**config.mk**
```make
export PLATFORM = sky130hd
export DESIGN_NAME = padded_frame_writer
export DESIGN_NICKNAME = d
export VERILOG_FILES = /design/src/rtl/filter_pkg.sv /design/src/rtl/padded_frame_writer.sv
export SDC_FILE = /design/constraint.sdc
export NUM_CORES = 1
export LEC_CHECK = 0
export CORE_MARGIN = 1.5
export CORE_UTILIZATION = 58
export DETAILED_ROUTE_END_ITERATION = 8
export PLACE_DENSITY_LB_ADDON = 0.25
export SLEW_MARGIN = 20
export SYNTH_ARGS = -nofsm -noshare
export SYNTH_HDL_FRONTEND = slang
export SYNTH_SLANG_ARGS = --single-unit
```
**constraint.sdc**
```tcl
create_clock -name clk -period 3.94 [get_ports clk]
set_clock_uncertainty 0.05 [all_clocks]
set_input_delay 0.591 -clock clk [delete_from_list [all_inputs] [get_ports clk]]
set_output_delay 0.591 -clock clk [all_outputs]
set_load 0.01 [all_outputs]
```
**src/rtl/filter_pkg.sv**
```systemverilog
// ============================================================================
//  Module   : filter_pkg
//  Purpose  : Shared geometry of the 3x3 filter: image size, padded line
//             width, frame size and the window tap offsets used by both the
//             padded frame writer and the window reader.
//  Revision : 1.0 - initial release
// ============================================================================
`default_nettype none

package filter_pkg;

    localparam int PIX_W       = 8;
    localparam int IMG_W       = 256;
    localparam int IMG_H       = 32;
    localparam int ADDR_W      = 14;

    // Padded geometry: one zero pixel on every side of the image
    localparam int PAD_W       = IMG_W + 2;
    localparam int FRAME_WORDS = PAD_W * (IMG_H + 2);

    // Window tap offsets relative to the top-left tap of a 3x3 window
    localparam int TAP_COL_0   = 0;
    localparam int TAP_COL_1   = 1;
    localparam int TAP_COL_2   = 2;
    localparam int TAP_ROW_1   = PAD_W;
    localparam int TAP_ROW_2   = 2 * PAD_W;

    // Buffer address of raw pixel (row, col) once the border is added
    function automatic int pad_addr(input int row, input int col);
        return (row + 1) * PAD_W + (col + 1);
    endfunction

endpackage

`default_nettype wire

```
**src/rtl/padded_frame_writer.sv**
```systemverilog
// ============================================================================
//  Module   : padded_frame_writer
//  Purpose  : Write side of the 3x3 window buffer. Accepts a raw raster pixel
//             stream and writes it into the buffer surrounded by a one-pixel
//             zero border, one word per cycle, starting at address 0.
//  Revision : 1.0 - initial release
// ============================================================================
`default_nettype none

module padded_frame_writer #(
    parameter int PIX_W  = filter_pkg::PIX_W,
    parameter int IMG_W  = filter_pkg::IMG_W,
    parameter int IMG_H  = filter_pkg::IMG_H,
    parameter int ADDR_W = filter_pkg::ADDR_W
) (
    input  logic              clk,
    input  logic              rst_n,
    input  logic              start,
    input  logic              in_valid,
    output logic              in_ready,
    input  logic [PIX_W-1:0]  in_pixel,
    output logic              mem_we,
    output logic [ADDR_W-1:0] mem_addr,
    output logic [PIX_W-1:0]  mem_wdata,
    output logic              busy,
    output logic              frame_done
);

    import filter_pkg::*;

    localparam int LINE_W = IMG_W + 2;

    localparam int COL_CW = (IMG_W  > 1) ? $clog2(IMG_W)  : 1;
    localparam int ROW_CW = (IMG_H  > 1) ? $clog2(IMG_H)  : 1;
    localparam int PAD_CW = $clog2(LINE_W);

    localparam logic [COL_CW-1:0] COL_LAST = COL_CW'(IMG_W - 1);
    localparam logic [ROW_CW-1:0] ROW_LAST = ROW_CW'(IMG_H - 1);
    localparam logic [PAD_CW-1:0] PAD_LAST = PAD_CW'(LINE_W - 1);

    localparam logic [2:0] S_IDLE  = 3'd0;
    localparam logic [2:0] S_TOP   = 3'd1;
    localparam logic [2:0] S_LEFT  = 3'd2;
    localparam logic [2:0] S_DATA  = 3'd3;
    localparam logic [2:0] S_RIGHT = 3'd4;
    localparam logic [2:0] S_BOT   = 3'd5;
    localparam logic [2:0] S_DONE  = 3'd6;

    logic [2:0]        state;
    logic [2:0]        state_nxt;
    logic [COL_CW-1:0] col_cnt;
    logic [ROW_CW-1:0] row_cnt;
    logic [PAD_CW-1:0] pad_cnt;
    logic [ADDR_W-1:0] addr_cnt;
    logic              wr_en;
    logic [PIX_W-1:0]  wr_data;
    logic              accept;

    assign accept = in_valid && in_ready;

    // State register; reset abandons any partial frame
    always_ff @(posedge clk) begin
        if (!rst_n) begin
            state <= S_IDLE;
        end else begin
            state <= state_nxt;
        end
    end

    // Next-state: walk top border, then per row left pad / pixels / right pad, then bottom border
    always_comb begin
        state_nxt = state;
        case (state)
            S_IDLE:  if (start) state_nxt = S_TOP;
            S_TOP:   if (pad_cnt == PAD_LAST) state_nxt = S_LEFT;
            S_LEFT:  state_nxt = S_DATA;
            S_DATA:  if (accept && (col_cnt == COL_LAST)) state_nxt = S_RIGHT;
            S_RIGHT: state_nxt = (row_cnt == ROW_LAST) ? S_BOT : S_LEFT;
            S_BOT:   if (pad_cnt == PAD_LAST) state_nxt = S_DONE;
            S_DONE:  state_nxt = S_IDLE;
            default: state_nxt = S_IDLE;
        endcase
    end

    // Outputs per state: pad states always write zero, DATA writes only on a handshake
    always_comb begin
        in_ready   = 1'b0;
        busy       = 1'b0;
        frame_done = 1'b0;
        wr_en      = 1'b0;
        wr_data    = '0;
        case (state)
            S_TOP, S_LEFT, S_RIGHT, S_BOT: begin
                busy  = 1'b1;
                wr_en = 1'b1;
            end
            S_DATA: begin
                busy     = 1'b1;
                in_ready = 1'b1;
                wr_en    = in_valid;
                wr_data  = in_pixel;
            end
            S_DONE: frame_done = 1'b1;
            default: ;
        endcase
    end

    // Position counters; each wraps to 0 on the transition that leaves its phase
    always_ff @(posedge clk) begin
        if (!rst_n) begin
            pad_cnt <= '0;
            col_cnt <= '0;
            row_cnt <= '0;
        end else begin
            if ((state == S_TOP) || (state == S_BOT)) begin
                pad_cnt <= (pad_cnt == PAD_LAST) ? '0 : pad_cnt + PAD_CW'(1);
            end
            if (accept) begin
                col_cnt <= (col_cnt == COL_LAST) ? '0 : col_cnt + COL_CW'(1);
            end
            if (state == S_RIGHT) begin
                row_cnt <= (row_cnt == ROW_LAST) ? '0 : row_cnt + ROW_CW'(1);
            end
        end
    end

    // Registered write port; the address advances only on cycles that write
    always_ff @(posedge clk) begin
        if (!rst_n) begin
            mem_we    <= 1'b0;
            mem_addr  <= '0;
            mem_wdata <= '0;
            addr_cnt  <= '0;
        end else begin
            mem_we <= wr_en;
            if (wr_en) begin
                mem_addr  <= addr_cnt;
                mem_wdata <= wr_data;
                addr_cnt  <= addr_cnt + ADDR_W'(1);
            end else if (state == S_IDLE) begin
                addr_cnt  <= '0;
            end
        end
    end

endmodule

`default_nettype wire

```
[Yosys cells after proc, flatten, opt, wreduce, memory -nomap -nowiden]
Index checks and enable logic that the tools add are counted.
Operators by class
  add/subtract/negate cells: 4
  $mul: 0
  divide/modulo/power cells: 0
  $lt $le $gt $ge: 0
  eq/ne operators: 13
  shift operators: 0
  muxes and demuxes: 16
  bitwise logic cells: 0
  reduce and logical (&&, ||, !) cells: 8
Operators with widths (count)
  $mux W14: 2
  $pmux W3 S6: 1
  $mux W8: 2
  $mux W3: 5
  $add A14 B1 Y14 const B: 1
  $add A9 B1 Y9 const B: 1
  $eq A3 B3 Y1 const B: 3
  $eq A9 B9 Y1 const B: 1
  $mux W9: 1
  $add A8 B1 Y8 const B: 1
  $eq A8 B8 Y1 const B: 1
  $ne A2 B2 Y1 const B: 4
  $eq A3 B2 Y1 const B: 2
  $add A5 B1 Y5 const B: 1
  $eq A5 B5 Y1 const B: 1
  $mux W5: 1
  $reduce_or A5 Y1: 1
  $reduce_and A4 Y1: 1
  $reduce_or A4 Y1: 1
  $eq A3 B1 Y1 const B: 1
  $logic_not A3 Y1: 1
  $mux W1: 3
  $logic_and A1 B1 Y1: 2
  $pmux W1 S2: 1
  2 further kinds: 2
Word-level totals
  register bits after elaboration: 62
  bits in latches: 0
  bits in writable memories: 0
  ROM bits: 0
  input bits: 12
  output and inout bits: 26
  word-level logic and storage cells: 49
  memories: 0

[Logic depth before layout (Yosys ltp)]
  word-level depth: 6
  gate-level depth with buffers: 7
  depth with buffers taken out: 7

[Least setup slack after synthesis]
OpenSTA, ideal clock, no wires.
  kind: register to register
  start: register row_cnt[0]
  end: register row_cnt[3]
  library setup time: 0.071 ns
  arrival time: 1.548 ns
  data required time: 3.819 ns
  setup slack: 2.271 ns
  cell stages (with the launch flop): 6
  path buffers: 0
  period minus slack after synthesis: 1.669 ns
  path through: dfxtp_1 -> ha_1 -> and3_1 -> ha_1 -> or4_1 -> a21oi_1
On the way
  cells in the longest elaborated chain, start to end: 2
  elaborated cells on any way between the ends: 3
  classes of those cells: 1 x add/sub; 1 x eq/ne; 1 x mux
RTL lines
  from (decl): RTL line padded_frame_writer.sv:52  | logic [ROW_CW-1:0] row_cnt;
  from (signal assigned): RTL line padded_frame_writer.sv:122  | row_cnt <= (row_cnt == ROW_LAST) ? '0 : row_cnt + ROW_CW'(1);
  $add A5 B1 Y5 or $eq A5 B5 Y1 (tied branches): RTL line padded_frame_writer.sv:122
  $mux W5 (*): RTL line padded_frame_writer.sv:122
Every way passes the cells marked *; elsewhere a longest branch is shown, timed or not.
A chain may end at the register's enable or synchronous reset.

[Final worst setup path]
  start: register state[0]
  end: output port busy
On the way
  cells in the longest elaborated chain, start to end: 3
  elaborated cells on any way between the ends: 7
  classes of those cells: 5 x eq/ne; 1 x mux; 1 x reduce/logical
RTL lines
  from (decl): RTL line padded_frame_writer.sv:49  | logic [2:0] state;
  from (signal assigned): RTL line padded_frame_writer.sv:66  | state <= state_nxt;
  $eq A3 B1 Y1 (tied with other cells): RTL line padded_frame_writer.sv:92  | case (state)
  $reduce_or A5 Y1 (no source line) (*)
  $mux W1 (*): RTL line padded_frame_writer.sv:92
  to (decl): RTL line padded_frame_writer.sv:25  | output logic busy,
Marked as above.

==> impl_results.md <==
- Root buffer cell: sky130_fd_sc_hd__clkbuf_8
- Post-route fraction of the period consumed by the critical path: 71.1%
- Synthesis-to-finish area growth: 21.3%
- Synthesized flop and latch total: 62
- Compound-Gate Fraction of Synth Area: 17.0%
- Maximum clock insertion buffer count: 2
- Number of violations of the max-capacitance limit: 0
- Syn Inst Count: 324
- Final non-filler cell area: 3370 sq um
- Sum of buffers and inverters on the critical path: 1
- Power per unit of standard cell area: 551 nW/um^2
- DRT Wirelength: 5960 um
- Clk slew on worst S/H paths: 0.07 ns
- Max Clock Freq: 357 MHz
- Combinational family with the most area after synthesis: simple AND/OR/NAND/NOR gates
- Max incr delay on CP: 0.70 ns
- Data arrival time of the worst path: 2.16 ns
- Placement Cell Area: 3150 sq um
- Area share of the largest cell type after synthesis: 44.6%
- Post-synth ARST share: 0%
- Net switching share of the total power: 33.8%
- NetSw: 0.629 mW
- Count of final hold-check violations: 0
- Clock tree from TritonCTS: built
- Type of the worst setup path: flip-flop to output port
- Slowest cell on crit path: sky130_fd_sc_hd__nor3_1
- Port bufs: 37
- Clock share of power: 33.4%
- Count of flip-flops with a built-in enable after synthesis: 0
- Combinational group share of total power: 26.8%
- Area fraction in and, or, nand and nor cells after synthesis: 25.1%
- Global-route wire length before repair: 10100 um
- Fin worst setup slack: 1.14 ns
- Unrepaired setup endpoints after global routing: no
- Die X-Extent: 72.3 um
- Worst hold-check slack: 0.405 ns
- Detailed Routing Iterations Pass 1: 4
- Worst setup slack after placement: 1.23 ns
- Global routing usage summed across all routing layers: 24.7%
- Gate family responsible for the most delay along the worst path: simple AND/OR/NAND/NOR gates
- # rows: 25
- Per-instance average area after synthesis: 8.58 sq um
- Chain of cells forming the critical path: nor3_1 -> a21oi_1 -> clkdlybuf4s50_1
- Sequential area share after synthesis: 44.6%
- Crit path launch: state[0]
- Num ports: 38
- XOR/XNOR share of the synthesized area: 4.72%
- DR iter-0 viols: 150
- Maximum number of pins on one net before global-route repair: 36
- Syn Nets: 343
- Syn. warnings: 0
- TritonCTS buffer count: 9
- Post-layout utilization of the core: 72.4%
- Floorplan die area: 5220 sq um
- TritonCTS sink count: 62
- Count of hold-fix buffers inserted at cts: 0
- Status: completed
- Predominant post-synthesis flop cell: sky130_fd_sc_hd__dfxtp_1
- Detailed placement HPWL: 3850 um
- Number of buffers inserted by post-CTS setup repair: 0
- Total via count in the routed design: 2421
- Area of the placeable core: 4660 sq um
- Largest cells by area after synthesis: sky130_fd_sc_hd__dfxtp_1, sky130_fd_sc_hd__nand2_1, sky130_fd_sc_hd__a21oi_1, sky130_fd_sc_hd__nor2_1, sky130_fd_sc_hd__ha_1
- Total count of max-transition violations in the final report: 0
- Number of global-route vias before repair: 2261
- Fin crit period: 2.80 ns
- Sum of overflow across all layers after global routing: 0
- Total setup violations reported at the end of the flow: 0
- CP required: 3.30 ns
- Initial antenna violation count: 0
- Int Pwr: 1.23 mW
- Count of distinct cell types in the synthesized netlist: 47
- Via-per-instance ratio: 5.83
- Sort of element at the end of the critical path: output port
- Kind of launch point of the worst setup path: flip-flop
- Largest area contributor in the synthesized netlist: sky130_fd_sc_hd__dfxtp_1
- Cell leakage power: 1.18 nW
- Post-DRT Antenna Nets: 0
- Multiplexer fraction of the synthesized cell area: 1.08%
- Worst IR Drop VDD: 0.000304 V
- Area share of fa/ha/maj cells after synthesis: 3.15%
- Routability cong.: 0.781
- Nets: 376
- Cell area after synthesis: 2780 sq um
- Die Ht: 72.3 um
- Final routed DRC violation total: 0
- Slew @ Worst Pin: 0.765 ns
- Number of gates resized after CTS: 0
- Critical path peak fanout: 16
- Fin Setup TNS: 0 ns
- Launch point of the worst reg-to-reg path: state[1]
- Htree depth: 3
- Number of antenna cells inserted: 0
- Hold Crit Class: flip-flop to flip-flop
- Share of post-route cells with drive strength above 1: 5.82%
- Effective utilization at floorplan: 59.7%
- Flop pwr share: 39.8%
- Insertion delay of the later-clocked pin in the worst-skew pair: 0.33 ns
- Post-detailed-route wirelength per cell: 14.4 um
- Worst relative slew slack: 48.6%
- Start point of the worst hold path: mem_addr[7]
-- layout by cell type (no fill, tap or decap), types with 6 or more instances in the layout --
master,synthesis,layout
sky130_fd_sc_hd__nand2_1,48,48
sky130_fd_sc_hd__a21oi_1,34,34
sky130_fd_sc_hd__o21ai_0,9,8
sky130_fd_sc_hd__clkbuf_8,0,11
sky130_fd_sc_hd__inv_1,6,6
sky130_fd_sc_hd__and3_1,6,6
sky130_fd_sc_hd__or4_1,6,6
sky130_fd_sc_hd__clkdlybuf4s50_1,0,37
sky130_fd_sc_hd__xor2_1,10,10
sky130_fd_sc_hd__nand4_1,6,6
sky130_fd_sc_hd__nand3_1,14,14
sky130_fd_sc_hd__ha_1,7,7
sky130_fd_sc_hd__a32o_1,8,8
sky130_fd_sc_hd__nor2_1,27,27
sky130_fd_sc_hd__dfxtp_1,62,62
-- final cells by class --
| class | instances | area (sq um) |
|---|---|---|
| clock buffer | 11 | 151 |
| clock inverter | 4 | 70.1 |
| fill | 345 | 1290 |
| inverter | 7 | 26.3 |
| multi-input combinational | 237 | 1420 |
| sequential | 62 | 1240 |
| tap | 54 | 67.6 |
| timing repair buffer | 40 | 393 |
-- cell families after synthesis --
family          Yosys count
compound gates           74
xor+xnor                 15
fa+ha+maj                 7
buf+inv                  25
flops                    62
mux                       3
simple gates            138
-- state kept, by name, indices dropped and copies added (netlist names) --
| register | count |
|---|---|
| row_cnt | 5 |
| addr_cnt | 14 |
| pad_cnt | 9 |
| mem_we | 1 |
| state | 3 |
| col_cnt | 8 |
| mem_wdata | 8 |
| mem_addr | 14 |
-- synthesized netlist by cell type (6+ instances only) --
cell type                  count
sky130_fd_sc_hd__nand3_1      14
sky130_fd_sc_hd__xor2_1       10
sky130_fd_sc_hd__ha_1          7
sky130_fd_sc_hd__dfxtp_1      62
sky130_fd_sc_hd__nand4_1       6
sky130_fd_sc_hd__nor2_1       27
sky130_fd_sc_hd__inv_1         6
sky130_fd_sc_hd__and3_1        6
sky130_fd_sc_hd__nand2_1      48
sky130_fd_sc_hd__a32o_1        8
sky130_fd_sc_hd__o21ai_0       9
sky130_fd_sc_hd__clkbuf_1     10
sky130_fd_sc_hd__a21oi_1      34
sky130_fd_sc_hd__or4_1         6
-- power groups by stage --
stage          registers, mW  clock network (mW)  logic, mW
2_1_floorplan          0.720                   0      0.409
3_3_place_gp           0.749                   0      0.489
3_5_place_dp           0.752                   0      0.493
4_1_cts                0.739               0.628      0.499
5_1_grt                0.750               0.658      0.559
6_report               0.740               0.620      0.498
-- final timing paths --
path	to	slack, ns	depth (start not counted)
worst max-delay path	busy	1.14	3
worst min-delay path	mem_addr[7]	0.40	2
worst max register to register	addr_cnt[11]	1.84	4
worst min register to register	mem_addr[7]	0.40	2
-- per-stage QoR --
stage	total power, mW	cells
3_3_place_gp	1.24	400
3_5_place_dp	1.25	400
6_report	1.86	415
5_1_grt	1.97	415
2_1_floorplan	1.13	324
4_1_cts	1.87	415
-- tightest hold or removal path: stages (launching register included) --
cell                      delay [ns]
sky130_fd_sc_hd__dfxtp_1        0.31
sky130_fd_sc_hd__nand2_1        0.05
sky130_fd_sc_hd__a21oi_1        0.05
-- layer usage --
| metal | vias to the layer above | GRT usage, % | wire, um |
|---|---|---|---|
| met4 | 0 | 11.9 | 145 |
| met1 | 1141 | 31.5 | 2690 |
| met2 | 39 | 40.9 | 2980 |
| li1 | 1226 | - | - |
| met5 | - | 0 | 0 |
| met3 | 15 | 3.75 | 142 |
Power figures use the tool's default switching activity.
